`src/rtl/risc_pkg.sv`:
```
// Shared RISC core definitions: flag bit positions and the flag word type.
package risc_pkg;
  localparam int FLAG_W = 3;
  localparam int FLAG_Z = 0;
  localparam int FLAG_N = 1;
  localparam int FLAG_C = 2;
  typedef logic [FLAG_W-1:0] flags_t;
endpackage

```
`src/rtl/ccr_flag_unit_if.sv`:
```
// Execute-stage <-> condition-code register bus.
interface ccr_flag_unit_if #(parameter int SAVE_DEPTH = 2);
  import risc_pkg::*;
  localparam int DW = $clog2(SAVE_DEPTH + 1);

  flags_t          alu_flags;
  flags_t          alu_flags_we;
  logic            stall;
  logic            flush;
  logic            int_save;
  logic            rti_restore;
  flags_t          flags;
  logic [DW-1:0]   save_depth;
  logic            lifo_full;
  logic            lifo_err;

  modport master (output alu_flags, alu_flags_we, stall, flush, int_save, rti_restore,
                  input  flags, save_depth, lifo_full, lifo_err);
  modport slave  (input  alu_flags, alu_flags_we, stall, flush, int_save, rti_restore,
                  output flags, save_depth, lifo_full, lifo_err);
endinterface

```
`src/rtl/ccr_flag_unit_lifo.sv`:
```
// Saturating flag-word stack for nested interrupts; err is sticky until reset.
module ccr_flag_lifo
  import risc_pkg::*;
#(
  parameter int SAVE_DEPTH = 2,
  parameter int DW = $clog2(SAVE_DEPTH + 1)
) (
  input  logic          clk,
  input  logic          rst_n,
  input  logic          push,
  input  logic          pop,
  input  flags_t        din,
  output flags_t        top,
  output logic [DW-1:0] depth,
  output logic          full,
  output logic          empty,
  output logic          err
);
  flags_t [SAVE_DEPTH-1:0] mem;

  assign full  = (depth == DW'(SAVE_DEPTH));
  assign empty = (depth == '0);

  always_comb begin
    top = '0;
    for (int i = 0; i < SAVE_DEPTH; i++)
      if (!empty && DW'(i) == depth - DW'(1)) top = mem[i];
  end

  always_ff @(posedge clk) begin
    if (!rst_n) begin
      mem   <= '0;
      depth <= '0;
      err   <= 1'b0;
    end else if (pop) begin
      if (empty) err <= 1'b1;
      else       depth <= depth - DW'(1);
    end else if (push) begin
      if (full) err <= 1'b1;
      else begin
        for (int i = 0; i < SAVE_DEPTH; i++)
          if (DW'(i) == depth) mem[i] <= din;
        depth <= depth + DW'(1);
      end
    end
  end
endmodule

```
`src/rtl/ccr_flag_unit.sv`:
```
// Condition-code register with masked ALU update and interrupt save LIFO.
// Optional CCR_FLAG_BYPASS_EN: forward next flags combinationally to consumers.
module ccr_flag_unit
  import risc_pkg::*;
#(
  parameter int SAVE_DEPTH = 2
) (
  input  logic             clk,
  input  logic             rst_n,
  ccr_flag_unit_if.slave   bus
);
  localparam int DW = $clog2(SAVE_DEPTH + 1);

  flags_t        flags_q, flags_nxt, merged, we_eff, lifo_top;
  logic          push, pop, lifo_empty;
  logic [DW-1:0] depth;

  // A squashed instruction contributes no flag bits.
  assign we_eff = bus.flush ? '0 : bus.alu_flags_we;
  assign merged = (flags_q & ~we_eff) | (bus.alu_flags & we_eff);

  // Restore has priority; a save in the same cycle is dropped silently.
  assign pop  = !bus.stall && bus.rti_restore;
  assign push = !bus.stall && bus.int_save && !bus.rti_restore;

  always_comb begin
    flags_nxt = flags_q;
    if (!bus.stall) begin
      if (bus.rti_restore && !lifo_empty) flags_nxt = lifo_top;
      else                                flags_nxt = merged;
    end
  end

  always_ff @(posedge clk) begin
    if (!rst_n) flags_q <= '0;
    else        flags_q <= flags_nxt;
  end

  ccr_flag_lifo #(.SAVE_DEPTH(SAVE_DEPTH), .DW(DW)) u_lifo (
    .clk   (clk),
    .rst_n (rst_n),
    .push  (push),
    .pop   (pop),
    .din   (merged),
    .top   (lifo_top),
    .depth (depth),
    .full  (bus.lifo_full),
    .empty (lifo_empty),
    .err   (bus.lifo_err)
  );

  assign bus.save_depth = depth;
`ifdef CCR_FLAG_BYPASS_EN
  assign bus.flags = flags_nxt;
`else
  assign bus.flags = flags_q;
`endif
endmodule

```
`src/flat_wrapper.sv`:
```
// flat-port wrapper written by rule: the top's interface ports become plain ports
module ccr_flag_unit_flat import risc_pkg::*;
#(
  parameter int SAVE_DEPTH = 2
)
  (clk, rst_n, bus_alu_flags, bus_alu_flags_we, bus_stall, bus_flush, bus_int_save, bus_rti_restore, bus_flags, bus_save_depth, bus_lifo_full, bus_lifo_err);
  ccr_flag_unit_if #(.SAVE_DEPTH(SAVE_DEPTH)) bus_i ();
  input  logic clk;
  input  logic rst_n;
  input wire logic [$bits(bus_i.alu_flags)-1:0] bus_alu_flags;
  input wire logic [$bits(bus_i.alu_flags_we)-1:0] bus_alu_flags_we;
  input wire logic [$bits(bus_i.stall)-1:0] bus_stall;
  input wire logic [$bits(bus_i.flush)-1:0] bus_flush;
  input wire logic [$bits(bus_i.int_save)-1:0] bus_int_save;
  input wire logic [$bits(bus_i.rti_restore)-1:0] bus_rti_restore;
  output wire logic [$bits(bus_i.flags)-1:0] bus_flags;
  output wire logic [$bits(bus_i.save_depth)-1:0] bus_save_depth;
  output wire logic [$bits(bus_i.lifo_full)-1:0] bus_lifo_full;
  output wire logic [$bits(bus_i.lifo_err)-1:0] bus_lifo_err;
  assign bus_i.alu_flags = bus_alu_flags;
  assign bus_i.alu_flags_we = bus_alu_flags_we;
  assign bus_i.stall = bus_stall;
  assign bus_i.flush = bus_flush;
  assign bus_i.int_save = bus_int_save;
  assign bus_i.rti_restore = bus_rti_restore;
  assign bus_flags = bus_i.flags;
  assign bus_save_depth = bus_i.save_depth;
  assign bus_lifo_full = bus_i.lifo_full;
  assign bus_lifo_err = bus_i.lifo_err;
  ccr_flag_unit #(.SAVE_DEPTH(SAVE_DEPTH)) u_core (.clk(clk), .rst_n(rst_n), .bus(bus_i));
endmodule
```
`config.mk`:
```
export PLATFORM = sky130hd
export DESIGN_NAME = ccr_flag_unit_flat
export DESIGN_NICKNAME = d
export VERILOG_FILES = /design/src/rtl/risc_pkg.sv /design/src/rtl/ccr_flag_unit_if.sv /design/src/rtl/ccr_flag_unit_lifo.sv /design/src/rtl/ccr_flag_unit.sv /design/src/flat_wrapper.sv
export SDC_FILE = /design/constraint.sdc
export NUM_CORES = 1
export LEC_CHECK = 0
export CAP_MARGIN = 5
export CORE_AREA = 2 2 39 41
export DETAILED_ROUTE_END_ITERATION = 10
export DIE_AREA = 0 0 41 43
export DONT_BUFFER_PORTS = 1
export PLACE_DENSITY = 0.68
export SLEW_MARGIN = 20
export SYNTH_ARGS = -nofsm -noshare
export SYNTH_HDL_FRONTEND = slang
export SYNTH_SLANG_ARGS = --single-unit
```
`constraint.sdc`:
```
create_clock -name clk -period 2.1 [get_ports clk]
set_input_delay 0.21 -clock clk [delete_from_list [all_inputs] [get_ports clk]]
set_output_delay 0.21 -clock clk [all_outputs]
set_load 0.05 [all_outputs]
```
* After elaboration in Yosys (flattened, before gate mapping)
Index checks and enable logic that the tools add are counted.
Cells by class: bitwise logic cells 6, reductions and logical operators 17, eq/ne operators 6, add/subtract/negate cells 2, muxes and demuxes 12
Operator list (number):
- 2-to-1 mux 3 bit | 4
- 2-to-1 mux 2 bit | 4
- AND reduction 4 bit | 2
- bitwise AND 3 bit | 2
- logical AND 1 bit | 6
- AND reduction 3 bit | 2
- == test 1 x 2 -> 1 bit (first input constant) | 2
- logical NOT 2 bit | 2
- 2-to-1 mux 1 bit | 4
- != test 2 bit (second input constant) | 2
- nonzero test 2 bit | 2
- logical NOT 1 bit | 3
- NOT 3 bit | 1
- OR 3 bit | 1
- adder 2 x 1 -> 2 bit (second input constant) | 1
- == test 2 bit (second input constant) | 1
- != test 2 x 1 -> 1 bit (second input constant) | 1
- NOT 1 bit | 2
- subtractor 2 x 1 -> 2 bit (second input constant) | 1
Storage, ports and cells: register bits 12, word-level logic and storage cells 48, bits of input ports 12

* Depth between registers and ports, before layout
Gate-level depths: netlist of the first run.
depth after elaboration 6, gate-level depth with buffers 6, gate-level depth less buffers 5

* Cells and area by module
From an unflattened synthesis of the first run, not the netlist that was laid out.
Unflattened totals: cells, all modules 81, area, all modules 730.7 um^2
Modules (own cells, without submodules):
- ccr_flag_lifo | instances 1, area each 488.0 um^2, cells each 56, seq. area each 180.2 um^2
- ccr_flag_unit | instances 1, area each 242.7 um^2, cells each 25, seq. area each 60.1 um^2

* Worst setup path after synthesis of the first run
OpenSTA, ideal clock, no wires.
path kind reg2reg, from register u_core.u_lifo.depth[0], to register u_core.u_lifo.mem[5] (netlist bit), stages on the path, launching flop included 7, data arrival time 2.097 ns, path buffers 1, path slack -0.088 ns, path through dfxtp_1 > inv_1 > ha_1 > nor4b_4 > buf_6 > a21oi_1 > a311oi_1
On the way: longest elaborated chain between the ends 3, elaborated cells between the ends (all ways) 4
RTL lines:
- start, declared | RTL line ccr_flag_unit_lifo.sv:14 | output logic [DW-1:0] depth,
- start signal, assigned | RTL line ccr_flag_unit_lifo.sv:37 | else depth <= depth - DW'(1);
- start signal, assigned | RTL line ccr_flag_unit_lifo.sv:43 | depth <= depth + DW'(1);
- == test 2 bit | RTL line ccr_flag_unit_lifo.sv:21 | assign full = (depth == DW'(SAVE_DEPTH));
- net bus_lifo_full | RTL line flat_wrapper.sv:18 | output wire logic [$bits(bus_i.lifo_full)-1:0] bus_lifo_full;
- NOT 1 bit (no source line)
- AND reduction 4 bit (no source line)
- end signal, assigned by index | RTL line ccr_flag_unit_lifo.sv:42 | if (DW'(i) == depth) mem[i] <= din;
- end, declared | RTL line ccr_flag_unit_lifo.sv:19 | flags_t [SAVE_DEPTH-1:0] mem;
The timed path passes the listed nets, and every way through them passes these cells. A chain may end at the register's enable or synchronous reset.

* Final worst setup path of the first run
from register u_core.u_lifo.depth[0], to register u_core.u_lifo.mem[4] (netlist bit)
On the way: longest elaborated chain between the ends 3, elaborated cells between the ends (all ways) 4
RTL lines (RTL line):
- == test 2 bit | ccr_flag_unit_lifo.sv:21
- NOT 1 bit (no source line)
- AND reduction 4 bit (no source line) *
Every way passes the cells marked *; elsewhere a longest branch is shown, timed or not.

==> metrics.md, run 1 <==
| Metric | Value |
|---|---|
| Crit path capture type | flop |
| Die height | 43 um |
| Max-slew violations | 0 |
| Critical path's largest stage delay | 590 ps |
| Period utilisation layout | 85.7% |
| Mapped Cells | 74 |
| Worst-margin pin slew | 590 ps |
| Count of nets after finishing | 96 |
| List of most frequent post-synthesis cells | dfxtp_1, a21oi_1, a311oi_1 |
| Area Overhead vs Synth | 6.63% |
| Normalized max-slew margin | 60.5% |
| Initial antenna violation count | 0 |
| CTS Sinks | 12 |
| Count leader, synth | dfxtp_1 |
| Num ports | 19 |
| Skew-Pair Late Insertion Delay | 270 ps |
| Buf/Inv on CP | 1 |
| Routed via count | 572 |
| CTS buffer count | 3 |
| Power per cell area | 723 nW/um^2 |
| Number of synthesized register bits | 12 |
| Dpl hpwl | 1030 um |
| CP Data Arrival Time | 1970 ps |
| Setup TNS Final | 0 ps |
| Overflow after GRT | 0 |
| Syn_area_per_cell | 9.43 um^2 |
| TritonCTS clock tree | built |
| IO Port Bufs | 0 |
| Share of the synthesized area in the top cell type | 34.4% |
| Synth top area cells | dfxtp_1, a21oi_1, a311oi_1, ha_1, nand2b_1 |
| Number of synthesis warnings | 0 |
| Total of max-cap violations | 0 |
| Critical path class | flop to flop |
| Post-route ant nets | 0 |
| Critical path data required time | 2270 ps |
| Diode count | 0 |
| Global-route wire length before repair | 2390 um |
| Root Buffer | clkbuf_4 |
| FP Rows | 14 |
| Total power | 538 uW |
| Fin. Hold Viols | 0 |
| Sequential fraction of the synthesis area | 34.4% |
| Clock transition at path regs | 80 ps |
| Die ar. | 1760 um^2 |
| Max Fclk | 556 MHz |
| Worst Hold Class | input port to flop |
| Main synth FF type | dfxtp_1 |
| Final Skew | 9.06 ps |
| DR DRC count | 0 |
| Unrepaired setup endpoints after global routing | no |
| Netlist Area Pre-Place | 698 um^2 |
| Post-synth cell types | 26 |
| Depth of the CTS H-tree | 1 |
| Vias in the first global route | 565 |
| # setup viols final | 0 |
| Post-synth EDFFs | 0 |
| Post-CTS Setup Bufs | 0 |
| Via density | 6.09 |
| Worst path slowest cell | nor4b_4 |
| Largest delay contributor family on the critical path | simple AND/OR/NAND/NOR gates |
| Outcome | finished clean |
| VDD IR-drop max | 0.000379 V |
| Tmin final | 1800 ps |
| Largest net degree at the start of global routing | 13 |
| Share of cells above drive strength 1 | 12.8% |
| Core area | 1380 um^2 |
| 1st-iter DRT viols | 10 |
| Mapped Nets | 90 |
| Overall routing resource usage | 19.3% |
| P_leak | 0.000270 uW |
| CTS Hold Bufs | 0 |
| Post-cts resize count | 0 |
| Crit path cell chain | inv_1 > ha_1 > nor4b_4 > a21oi_1 > a311oi_1 |
| Post-synthesis async set-or-reset flop share | 0% |
| DRT Wirelength | 1360 um |
| GPL Wtd Cong | 0.788 |
| Avg WL per Cell | 14.5 um |
| Initial core utilization | 50.5% |
| Maximum clock insertion buffer count | 2 |
| Die Span X | 41 um |
| Yosys top cell by area | dfxtp_1 |
| DRT Pass-1 Iters | 4 |
| Largest fanout on the critical path | 12 |
| Crit start category | flop |
## report_power, final
part | switching, uW | internal (uW)
registers | 26.6 | 242
clock network | 71.0 | 66.2
logic | 80.7 | 51.1
## sequential cells by signal, indices dropped and copies added (netlist names)
signal	flops
u_core.u_lifo.mem	6
u_core.u_lifo.depth	2
u_core.u_lifo.err	1
u_core.bus.flags	3
## through the flow
step                      setup slack, ps  area, um^2  cells  hold WS [ps]  utilization, %
after floorplan                       115         699     74           328               -
after global placement                384         722     91           329            52.2
after detailed placement              312         722     91           332            52.2
after CTS                             283         744     94          51.2            53.8
after global routing                  128         744     94          46.9            53.8
final                                 300         744     94          54.0            53.8
## cell type report
cell class | instances | area, um^2
clock buffer | 3 | 22.5
tap | 16 | 20.0
multi-input combinational | 56 | 419
fill | 136 | 639
inverter | 3 | 11.3
timing repair buffer | 4 | 30.0
sequential | 12 | 241
## cells in the final DEF, fill, tap and decap left out, drive strengths merged
cell and instances:
o21ai 1, nand3 3, buf 4, and3b 3
or2 1, inv 3, nor4b 2, and2b 1
nor2b 2, nand2 1, o21a 1, xnor2 1
a21oi 11, nand3b 1, nor3b 1, o31ai 3
nand2b 5, dfxtp 12, or3 1, clkbuf 3
a311oi 6, a211oi 4, ha 4, a221oi 3
nor3 1
## cell families after synthesis
logic type,after synthesis,synth area share (%)
buffers and inverters,6,5.55
flip-flops,12,34.4
adder cells (fa/ha/maj),4,7.17
AO/OA/AOI/OAI,29,28.5
XOR/XNOR,1,1.25
AND/OR/NAND/NOR,22,23.1
## routing by layer
layer,vias to the layer above,track usage (%),wire (um)
met3,0,6.81,69
met5,-,0,0
met1,262,25.8,657
li1,297,-,-
met4,0,4.00,0
met2,13,29.1,637
## path summary, 6_finish.rpt
path                                        from                           endpoint  slack (ps)  cells past startpoint
max          u_core.u_lifo.depth[0]$_SDFFE_PN0P_  u_core.u_lifo.mem[4]$_SDFFE_PN0P_         300                      5
min                                        rst_n     u_core.u_lifo.err$_SDFFE_PN0P_          50                      1
max reg2reg  u_core.u_lifo.depth[0]$_SDFFE_PN0P_  u_core.u_lifo.mem[4]$_SDFFE_PN0P_         300                      5
min reg2reg    u_core.u_lifo.mem[5]$_SDFFE_PN0P_  u_core.u_lifo.mem[5]$_SDFFE_PN0P_         520                      2
No activity file was read; power rests on OpenSTA's default activity.
==> run 2, diff against run 1 <==
--- a/config.mk
+++ b/config.mk
@@ -6,11 +6,10 @@
 export NUM_CORES = 1
 export LEC_CHECK = 0
 export CAP_MARGIN = 5
-export CORE_AREA = 2 2 39 41
+export CORE_UTILIZATION = 45
+export CTS_BUF_LIST = sky130_fd_sc_hd__clkbuf_8
 export DETAILED_ROUTE_END_ITERATION = 10
-export DIE_AREA = 0 0 41 43
 export DONT_BUFFER_PORTS = 1
-export PLACE_DENSITY = 0.68
 export SLEW_MARGIN = 20
 export SYNTH_ARGS = -nofsm -noshare
 export SYNTH_HDL_FRONTEND = slang
==> metrics.md, run 2 (same netlist as run 1, synthesis figures left out) <==
| Metric | Value |
|---|---|
| DR DRC count | 0 (unchanged) |
| Crit path cell chain | inv_1 > ha_1 > nor4b_4 > a21oi_1 > a311oi_1 |
| Unrepaired setup endpoints after global routing | no |
| Outcome | finished clean |
| Post-cts resize count | 0 (unchanged) |
| Dpl hpwl | 1060 um (+3.2%) |
| CTS buffer count | 3 (unchanged) |
| Buf/Inv on CP | 1 (unchanged) |
| Initial antenna violation count | 0 (unchanged) |
| Num ports | 19 (unchanged) |
| Worst-margin pin slew | 571 ps (-19.7 ps) |
| Maximum clock insertion buffer count | 2 (unchanged) |
| Post-route ant nets | 0 (unchanged) |
| FP Rows | 13 (-1) |
| Core area | 1370 um^2 (-1.3%) |
| Largest net degree at the start of global routing | 13 (unchanged) |
| Fin. Hold Viols | 0 (unchanged) |
| Power per cell area | 798 nW/um^2 (+10%) |
| Crit start category | flop |
| Critical path's largest stage delay | 580 ps (about the same) |
| IO Port Bufs | 0 (unchanged) |
| Post-place instance area | 713 um^2 (-1.2%) |
| Seq. cell area | 241 um^2 (unchanged) |
| Largest fanout on the critical path | 12 (unchanged) |
| DRT Pass-1 Iters | 4 (unchanged) |
| Skew-Pair Late Insertion Delay | 240 ps (-30 ps) |
| TritonCTS clock tree | built |
| Overall routing resource usage | 20.4% (+1.1 points) |
| Worst Hold Class | input port to flop |
| Max Fclk | 569 MHz (+2.4%) |
| Post-CTS Setup Bufs | 0 (unchanged) |
| Fill cells | 138 (+1.5%) |
| Crit path capture type | flop |
| DRT Wirelength | 1390 um (+1.8%) |
| P_leak | 0.000273 uW (+0.89%) |
| Depth of the CTS H-tree | 1 (unchanged) |
| # setup viols final | 0 (unchanged) |
| Area occupied by multi-input gates | 419 um^2 (unchanged) |
| 1st-iter DRT viols | 6 (-4) |
| Die height | 41.4 um (-3.7%) |
| Critical path data required time | 2250 ps (-20 ps) |
| Share of cells above drive strength 1 | 11.7% (-1.1 points) |
| Max FFs per register | 6 (unchanged) |
| Largest delay contributor family on the critical path | simple AND/OR/NAND/NOR gates |
| Die ar. | 1710 um^2 (-2.8%) |
| VDD IR-drop max | 0.000487 V (+29%) |
| Setup TNS Final | 0 ps (unchanged) |
| CP Data Arrival Time | 1910 ps (-60 ps) |
| Area Overhead vs Synth | 8.06% |
| Period utilisation layout | 83.7% (-2.0 points) |
| Root Buffer | clkbuf_8 |
| Tmin final | 1760 ps (-42.4 ps) |
| Global-route wire length before repair | 2160 um (-9.6%) |
| Critical path class | flop to flop |
| Top reg by flops | u_core.u_lifo.mem |
| Diode count | 0 (unchanged) |
| Total of max-cap violations | 0 (unchanged) |
| Total power | 602 uW (+12%) |
| Via density | 6.29 (+3.4%) |
| Die Span X | 41.4 um (+0.95%) |
| Normalized max-slew margin | 61.4% (+0.94 points) |
| Final Skew | 1.83 ps (-7.22 ps) |
| Worst path slowest cell | nor4b_4 |
| Vias in the first global route | 498 (-12%) |
| Cell area after layout | 754 um^2 (+1.3%) |
| Avg WL per Cell | 15.1 um (+4.0%) |
| Finished Layout Cells | 92 (-2.1%) |
| Routed via count | 579 (+1.2%) |
| CTS Sinks | 12 (unchanged) |
| Initial core utilization | 51.1% (+0.65 points) |
| Count of nets after finishing | 95 (-1.0%) |
| GPL Wtd Cong | 0.748 (-5.1%) |
| CTS Hold Bufs | 0 (unchanged) |
| Max-slew violations | 0 (unchanged) |
| Clock transition at path regs | 50 ps (-30 ps) |
| Overflow after GRT | 0 (unchanged) |
| Most frequent cells in the layout | a21oi_1, dfxtp_1, a311oi_1 |
| Final core occ | 55.2% (+1.4 points) |
| Placed instance count | 89 (-2.2%) |
## run 2: cell types whose count changed in the layout (fill, tap and decap cells not counted), sizes merged
cell	previous run	this run
buf	4	3
## run 2: cell type report
cell class                 instances  area share, %
clock buffer                       3           5.47
inverter                           3           1.49
multi-input combinational         56           55.6
sequential                        12           32.0
timing repair buffer               3           2.99
tap                               15           2.49
## run 2: through the flow
step	worst slack (ps)	hold WS, ps
5_1_grt	127	79.6
4_1_cts	337	81.9
6_report	343	90.3
2_1_floorplan	115	328
3_5_place_dp	351	333
3_3_place_gp	385	331
## run 2: routing by layer
| layer | up-vias | track usage [%] | share of wire, % |
|---|---|---|---|
| li1 | 297 | - | - |
| met1 | 261 | 25.7 | 45 |
| met2 | 19 | 30.9 | 47 |
| met3 | 2 | 10.1 | 7.6 |
| met4 | 0 | 4.84 | 0.58 |
| met5 | - | 0 | 0 |
## run 2: report_power, final
part	total, uW	leakage [uW]	internal [uW]	switching [uW]
sequential	276	0.0000982	243	32.9
combinational	123	0.000153	49.3	74.0
clock	203	0.0000216	126	76.8
total	602	0.000273	418	184
## run 2: worst paths after layout
| kind | slack (ps) | endpoint | depth (start not counted) | start |
|---|---|---|---|---|
| max | 340 | u_core.u_lifo.mem[3]$_SDFFE_PN0P_ | 5 | u_core.u_lifo.depth[0]$_SDFFE_PN0P_ |
| min | 90 | u_core.u_lifo.err$_SDFFE_PN0P_ | 1 | rst_n |
| min reg2reg | 520 | u_core.u_lifo.mem[5]$_SDFFE_PN0P_ | 2 | u_core.u_lifo.mem[5]$_SDFFE_PN0P_ |
| max reg2reg | 340 | u_core.u_lifo.mem[3]$_SDFFE_PN0P_ | 5 | u_core.u_lifo.depth[0]$_SDFFE_PN0P_ |
